File: config.mk
export PLATFORM = sky130hd
export DESIGN_NAME = hls_call_ctrl
export DESIGN_NICKNAME = d
export VERILOG_FILES = /design/src/rtl/hls_call_ctrl.sv
export SDC_FILE = /design/constraint.sdc
export NUM_CORES = 1
export LEC_CHECK = 0
export BUFFER_PORTS_ARGS = -buffer_cell sky130_fd_sc_hd__clkbuf_2
export CAP_MARGIN = 20
export CELL_PAD_IN_SITES_DETAIL_PLACEMENT = 0
export CELL_PAD_IN_SITES_GLOBAL_PLACEMENT = 1
export CORE_ASPECT_RATIO = 1.2
export CORE_MARGIN = 10
export CORE_UTILIZATION = 35
export DETAILED_ROUTE_END_ITERATION = 16
export PLACE_DENSITY_LB_ADDON = 0.12
export SLEW_MARGIN = 20
export SYNTH_ARGS = -nofsm -noshare
export SYNTH_HDL_FRONTEND = slang
export SYNTH_SLANG_ARGS = --single-unit
File: constraint.sdc
create_clock -name sys_clk -period 2 [get_ports sys_clk]
set_input_delay 0.4 -clock sys_clk [delete_from_list [all_inputs] [get_ports sys_clk]]
set_output_delay 0.4 -clock sys_clk [all_outputs]
set_load 0.01 [all_outputs]
File: src/rtl/hls_call_ctrl.sv
// rtl/hls_call_ctrl.sv - call/return sequencer wrapping a generated compute kernel
// Accepts an argument pair, pulses kernel reset, runs with a watchdog, and returns the result.
module hls_call_ctrl #(
  parameter int unsigned DATA_W     = 32,
  parameter int unsigned RST_CYCLES = 2,
  parameter int unsigned TIMEOUT    = 1024
) (
  input  logic              sys_clk,
  input  logic              sys_rst_n,
  input  logic              req_valid,
  output logic              req_ready,
  input  logic [DATA_W-1:0] req_a,
  input  logic [DATA_W-1:0] req_b,
  output logic              rsp_valid,
  input  logic              rsp_ready,
  output logic [DATA_W-1:0] rsp_data,
  output logic              rsp_timeout,
  output logic [DATA_W-1:0] kernel_a,
  output logic [DATA_W-1:0] kernel_b,
  output logic              kernel_rst_n,
  input  logic [DATA_W-1:0] kernel_ret,
  input  logic              kernel_done,
  output logic              busy
);

  localparam logic [31:0] LP_RST_LAST = 32'(RST_CYCLES - 1);
  localparam logic [31:0] LP_TO_LAST  = 32'(TIMEOUT - 1);

  typedef enum logic [1:0] {
    ST_IDLE,
    ST_LAUNCH,
    ST_RUN,
    ST_RESP
  } state_t;

  state_t            r_state;
  state_t            w_state_nxt;
  logic [31:0]       r_cnt;
  logic [31:0]       w_cnt_nxt;
  logic [DATA_W-1:0] r_kernel_a;
  logic [DATA_W-1:0] r_kernel_b;
  logic [DATA_W-1:0] w_kernel_a_nxt;
  logic [DATA_W-1:0] w_kernel_b_nxt;
  logic [DATA_W-1:0] r_rsp_data;
  logic [DATA_W-1:0] w_rsp_data_nxt;
  logic              r_rsp_timeout;
  logic              w_rsp_timeout_nxt;
  logic              r_kernel_rst_n;

  always_ff @(posedge sys_clk or negedge sys_rst_n) begin
    if (!sys_rst_n) begin
      r_state        <= ST_IDLE;
      r_cnt          <= '0;
      r_kernel_a     <= '0;
      r_kernel_b     <= '0;
      r_rsp_data     <= '0;
      r_rsp_timeout  <= 1'b0;
      r_kernel_rst_n <= 1'b0;
    end else begin
      r_state        <= w_state_nxt;
      r_cnt          <= w_cnt_nxt;
      r_kernel_a     <= w_kernel_a_nxt;
      r_kernel_b     <= w_kernel_b_nxt;
      r_rsp_data     <= w_rsp_data_nxt;
      r_rsp_timeout  <= w_rsp_timeout_nxt;
      // Released only for the cycles the FSM actually spends in RUN.
      r_kernel_rst_n <= (w_state_nxt == ST_RUN);
    end
  end

  always_comb begin
    w_state_nxt       = r_state;
    w_cnt_nxt         = r_cnt;
    w_kernel_a_nxt    = r_kernel_a;
    w_kernel_b_nxt    = r_kernel_b;
    w_rsp_data_nxt    = r_rsp_data;
    w_rsp_timeout_nxt = r_rsp_timeout;
    case (r_state)
      ST_IDLE: begin
        if (req_valid) begin
          w_state_nxt    = ST_LAUNCH;
          w_cnt_nxt      = '0;
          w_kernel_a_nxt = req_a;
          w_kernel_b_nxt = req_b;
        end
      end
      ST_LAUNCH: begin
        if (r_cnt == LP_RST_LAST) begin
          w_state_nxt = ST_RUN;
          w_cnt_nxt   = '0;
        end else begin
          w_cnt_nxt = r_cnt + 32'd1;
        end
      end
      ST_RUN: begin
        w_cnt_nxt = r_cnt + 32'd1;
        // A kernel finishing on the watchdog's last cycle still counts as success.
        if (kernel_done) begin
          w_state_nxt       = ST_RESP;
          w_rsp_data_nxt    = kernel_ret;
          w_rsp_timeout_nxt = 1'b0;
        end else if (r_cnt == LP_TO_LAST) begin
          w_state_nxt       = ST_RESP;
          w_rsp_data_nxt    = '0;
          w_rsp_timeout_nxt = 1'b1;
        end
      end
      ST_RESP: begin
        if (rsp_ready) begin
          w_state_nxt = ST_IDLE;
        end
      end
      default: begin
        w_state_nxt = ST_IDLE;
      end
    endcase
  end

  assign req_ready    = (r_state == ST_IDLE);
  assign rsp_valid    = (r_state == ST_RESP);
  assign busy         = (r_state != ST_IDLE);
  assign rsp_data     = r_rsp_data;
  assign rsp_timeout  = r_rsp_timeout;
  assign kernel_a     = r_kernel_a;
  assign kernel_b     = r_kernel_b;
  assign kernel_rst_n = r_kernel_rst_n;

endmodule

==> metrics.cfg <==
[run_status]
status=complete, no violations

[clocking]
cts.sinks=132
cts_root_buf=clkbuf_16
clk_latency_ns=0.43
cts.reportedPaths.clkPinSlew_ns=0.06
cts_buffer_depth=2
h-tree-depth=4
numCtsBuffers=17
cts_tree=yes

[global_route]
grt_max_degree=40
gr-usage-met1_pct=15.81
antenna_found_initial=0
gr-total-overflow=0
track_usage_pct=15.24
grt_pass1_wl_um=25320
grt_busiest_layer=met2
use_met2_pct=25.62
grt.met3_usage_pct=7.926
first_global_vias=4846

[layout]
regArea_um2=3307
nFillCells=1409
syn2layout_area_growth_pct=46.12
nets=795
multi_input_comb_area_um2=2292
drive_gt1_share_pct=56.71
antennaDiodeCount=0
final_util_pct=52.12

[min_path]
min_path_type=input port to flip-flop

[synthesis]
synth_seq_area_share_pct=59.45
synth_area_leaders=dfrtp_1 59%, mux2_2 13%, a22o_1 5.0%
ys_types=46
ys_seq_elements=132
synthesis.area_um2=5557
syn_avg_cell_area_um2=12.98
synth_nets=536
postSynth.asyncResetShare_pct=100.0
yosys_warnings=0
yosys.area.top_type_share_pct=59.45
synth_edf_count=0
synth.largest_area_cell=dfrtp_1
syn_inst=428
ys.flop_type=dfrtp_1

[power]
ir_worst_vdd_mv=0.6828
pwr-share-comb_pct=38.7
p_int_mw=8.238
clkPwrFrac_pct=26.6
p_leak_nw=3.931
power.switching_fraction_pct=33.15
power_density_nw_per_um2=1518
p_sw_mw=4.085
sequentialPowerShare_pct=34.7

[floorplanning]
die-area_um2=21340
ios=202
core_area_um2=15580
fp-row-count=50
fp.dieH_um=158.0
fp.dieW_um=135.0
start_util_pct=35.67

[worst_setup_path]
cpPeakStageDelay_ns=0.45
endpoint_kind=flip-flop
startpoint_type=flip-flop
arrival_ns=2.25
critPathSlowestCell=dfrtp_2
cp_max_fo=7
rrSetupSlack_ns=0.04
setup.worst_path.class=flip-flop to flip-flop
path_cells=nor4_4 -> nand4_1 -> buf_4 -> o211a_4 -> nor3_4 -> buf_6 -> buf_12 -> a21oi_4
worstPathRequired_ns=2.29

[timing]
fin_crit_sh_pct=98.16
hold_ws_ns=0.1919
skew_ns=0.01580
period_needed_ns=1.963
hold_viol_final=0
slew_headroom_pct=72.92
final.setup.tns_ns=0
drv_slew=0
tightest_slew_ns=0.4063
finalSetupViolCount=0
rsz0062_at_grt=yes
max_clock_freq_mhz=509.4

[placed_design]
io_buffer_count=201
dp_hpwl_um=12480
routabilityCongestion=0.7638

[detailed_routing]
vias=4416
drtIter0Drc=179
avgRoutedWirePerCell_um=18.27
routed_wl_um=16590
drcViolationCount=0
viasPerCell=4.863
postRouteAntennaNets=0
drt_pass1_iterations=4

[job]
cap_violations=0

==> flip-flops by register name (all words and copies together) (netlist names) <==
signal / cells
rsp_data: 32
r_cnt: 32
kernel_b: 32
r_state: 2
rsp_timeout: 1
kernel_rst_n: 1
kernel_a: 32
==> power by group through the flow <==
stage	Sequential, mW	Clock, mW	Combinational [mW]
final	4.27	3.28	4.77
after global routing	4.40	3.48	5.18
after CTS	4.27	3.35	4.45
after detailed placement	4.29	0	4.45
after global placement	4.27	0	4.36
after floorplan	4.73	0	1.85
==> layout by cell type (no fill, tap or decap), types with 2 or more instances in the layout <==
| cell type | netlist | routed |
|---|---|---|
| nor4b_4 | 1 | 2 |
| bufinv_16 | 0 | 3 |
| nor2_1 | 21 | 14 |
| o21ai_0 | 18 | 17 |
| nor3_1 | 4 | 3 |
| inv_1 | 10 | 9 |
| ha_4 | 0 | 2 |
| nor2_2 | 1 | 7 |
| a2bb2oi_1 | 2 | 2 |
| inv_6 | 0 | 3 |
| nand3_2 | 2 | 4 |
| dfrtp_1 | 132 | 129 |
| clkbuf_16 | 0 | 19 |
| nor3_4 | 2 | 2 |
| nor4_2 | 0 | 3 |
| clkbuf_2 | 0 | 200 |
| a21oi_2 | 0 | 5 |
| clkbuf_8 | 0 | 2 |
| nand2_1 | 16 | 15 |
| xor2_1 | 11 | 11 |
| nand3_1 | 12 | 10 |
| nand4_1 | 8 | 8 |
| buf_12 | 0 | 8 |
| and4_1 | 4 | 3 |
| buf_4 | 0 | 42 |
| or3_1 | 11 | 11 |
| a21oi_1 | 13 | 7 |
| ha_1 | 7 | 4 |
| dfrtp_2 | 0 | 3 |
| clkinvlp_4 | 0 | 4 |
| mux2_2 | 64 | 64 |
| clkinv_4 | 0 | 3 |
| buf_6 | 2 | 4 |
| and2_1 | 3 | 3 |
| and3_1 | 3 | 3 |
| xnor2_1 | 4 | 4 |
| a22o_1 | 32 | 32 |
| nor4_1 | 6 | 2 |
| nor2b_1 | 2 | 2 |
==> layout make-up <==
class                           instances  share of cell area [%]
Inverter                               10                  0.4623
Timing Repair Buffer                  258                   19.66
Sequential cell                       132                   40.73
Clock buffer                           19                   5.579
Multi-Input combinational cell        268                   28.23
Tap cell                              208                   3.205
Clock inverter                         13                   2.127
==> per-stage QoR <==
| step | instances | area [um^2] | setup slack, ns | power (mW) |
|---|---|---|---|---|
| detailed placement | 864 | 7189 | -0.1446 | 8.740 |
| global placement | 864 | 7189 | -0.2180 | 8.628 |
| finish | 908 | 8119 | 0.03685 | 12.32 |
| floorplan | 428 | 5559 | 0.01330 | 6.574 |
| CTS | 898 | 7851 | 0.007111 | 12.07 |
| global route | 908 | 8119 | -0.1076 | 13.06 |
==> Yosys cell counts (2+ instances only) <==
cell type and instances:
dfrtp_1 132, mux2_2 64, a22o_1 32, nor2_1 21, o21ai_0 18, nand2_1 16, a21oi_1 13, clkbuf_1 13
nand3_1 12, or3_1 11, xor2_1 11, inv_1 10, nand4_1 8, ha_1 7, nor4_1 6, and4_1 4
nor3_1 4, xnor2_1 4, and2_1 3, and3_1 3, buf_2 3, a2bb2oi_1 2, buf_6 2, nand3_2 2
nor2b_1 2, nor3_4 2, nor4b_1 2, o311ai_0 2, or2_2 2
==> path summary, 6_finish.rpt <==
kind | start | end | cells past startpoint
min | kernel_ret[8] | rsp_data[8]$_DFFE_PN0P_ | 2
min in group asynchronous | sys_rst_n | r_cnt[8]$_DFFE_PN0P_ | 2
max reg2reg | r_cnt[24]$_DFFE_PN0P_ | r_cnt[26]$_DFFE_PN0P_ | 8
max | r_cnt[24]$_DFFE_PN0P_ | r_cnt[26]$_DFFE_PN0P_ | 8
min reg2reg | rsp_data[7]$_DFFE_PN0P_ | rsp_data[7]$_DFFE_PN0P_ | 1
max in group asynchronous | sys_rst_n | rsp_data[20]$_DFFE_PN0P_ | 3
==> logic make-up (layout without fill, tap and decap cells) <==
kind of cell / after synthesis / count (layout) / synth area share (%)
compound gates: 76 / 76 / 9.818
xor+xnor: 15 / 15 / 2.364
fa+ha+maj: 7 / 7 / 1.576
buf+inv: 28 / 300 / 2.229
flops: 132 / 132 / 59.45
mux: 64 / 64 / 12.97
simple gates: 106 / 106 / 11.60
==> worst max-delay path: cells and delay by family, from the launching register on <==
family	cells	cell delay, ns
AOI/OAI and AO/OA	2	0.30
buffers and inverters	3	0.46
DFF	1	0.45
and+or+nand+nor	3	0.62
==> per-layer routing <==
| layer | wire length, um | vias up |
|---|---|---|
| met5 | 0 | - |
| met4 | 307 | 0 |
| met3 | 1523 | 29 |
| met2 | 8682 | 138 |
| met1 | 6073 | 2175 |
| li1 | - | 2074 |
==> what timing repair did <==
| action | CTS | global route |
|---|---|---|
| resized for setup | 3 | 39 |
| setup endpoints to repair | 63 | 61 |
| pin swaps | 1 | 7 |
| setup buffers | 1 | 7 |
| hold buffers | 1 | 0 |
| gates cloned | 0 | 3 |
| hold endpoints to repair | 36 | 0 |
Power figures use the tool's default switching activity.
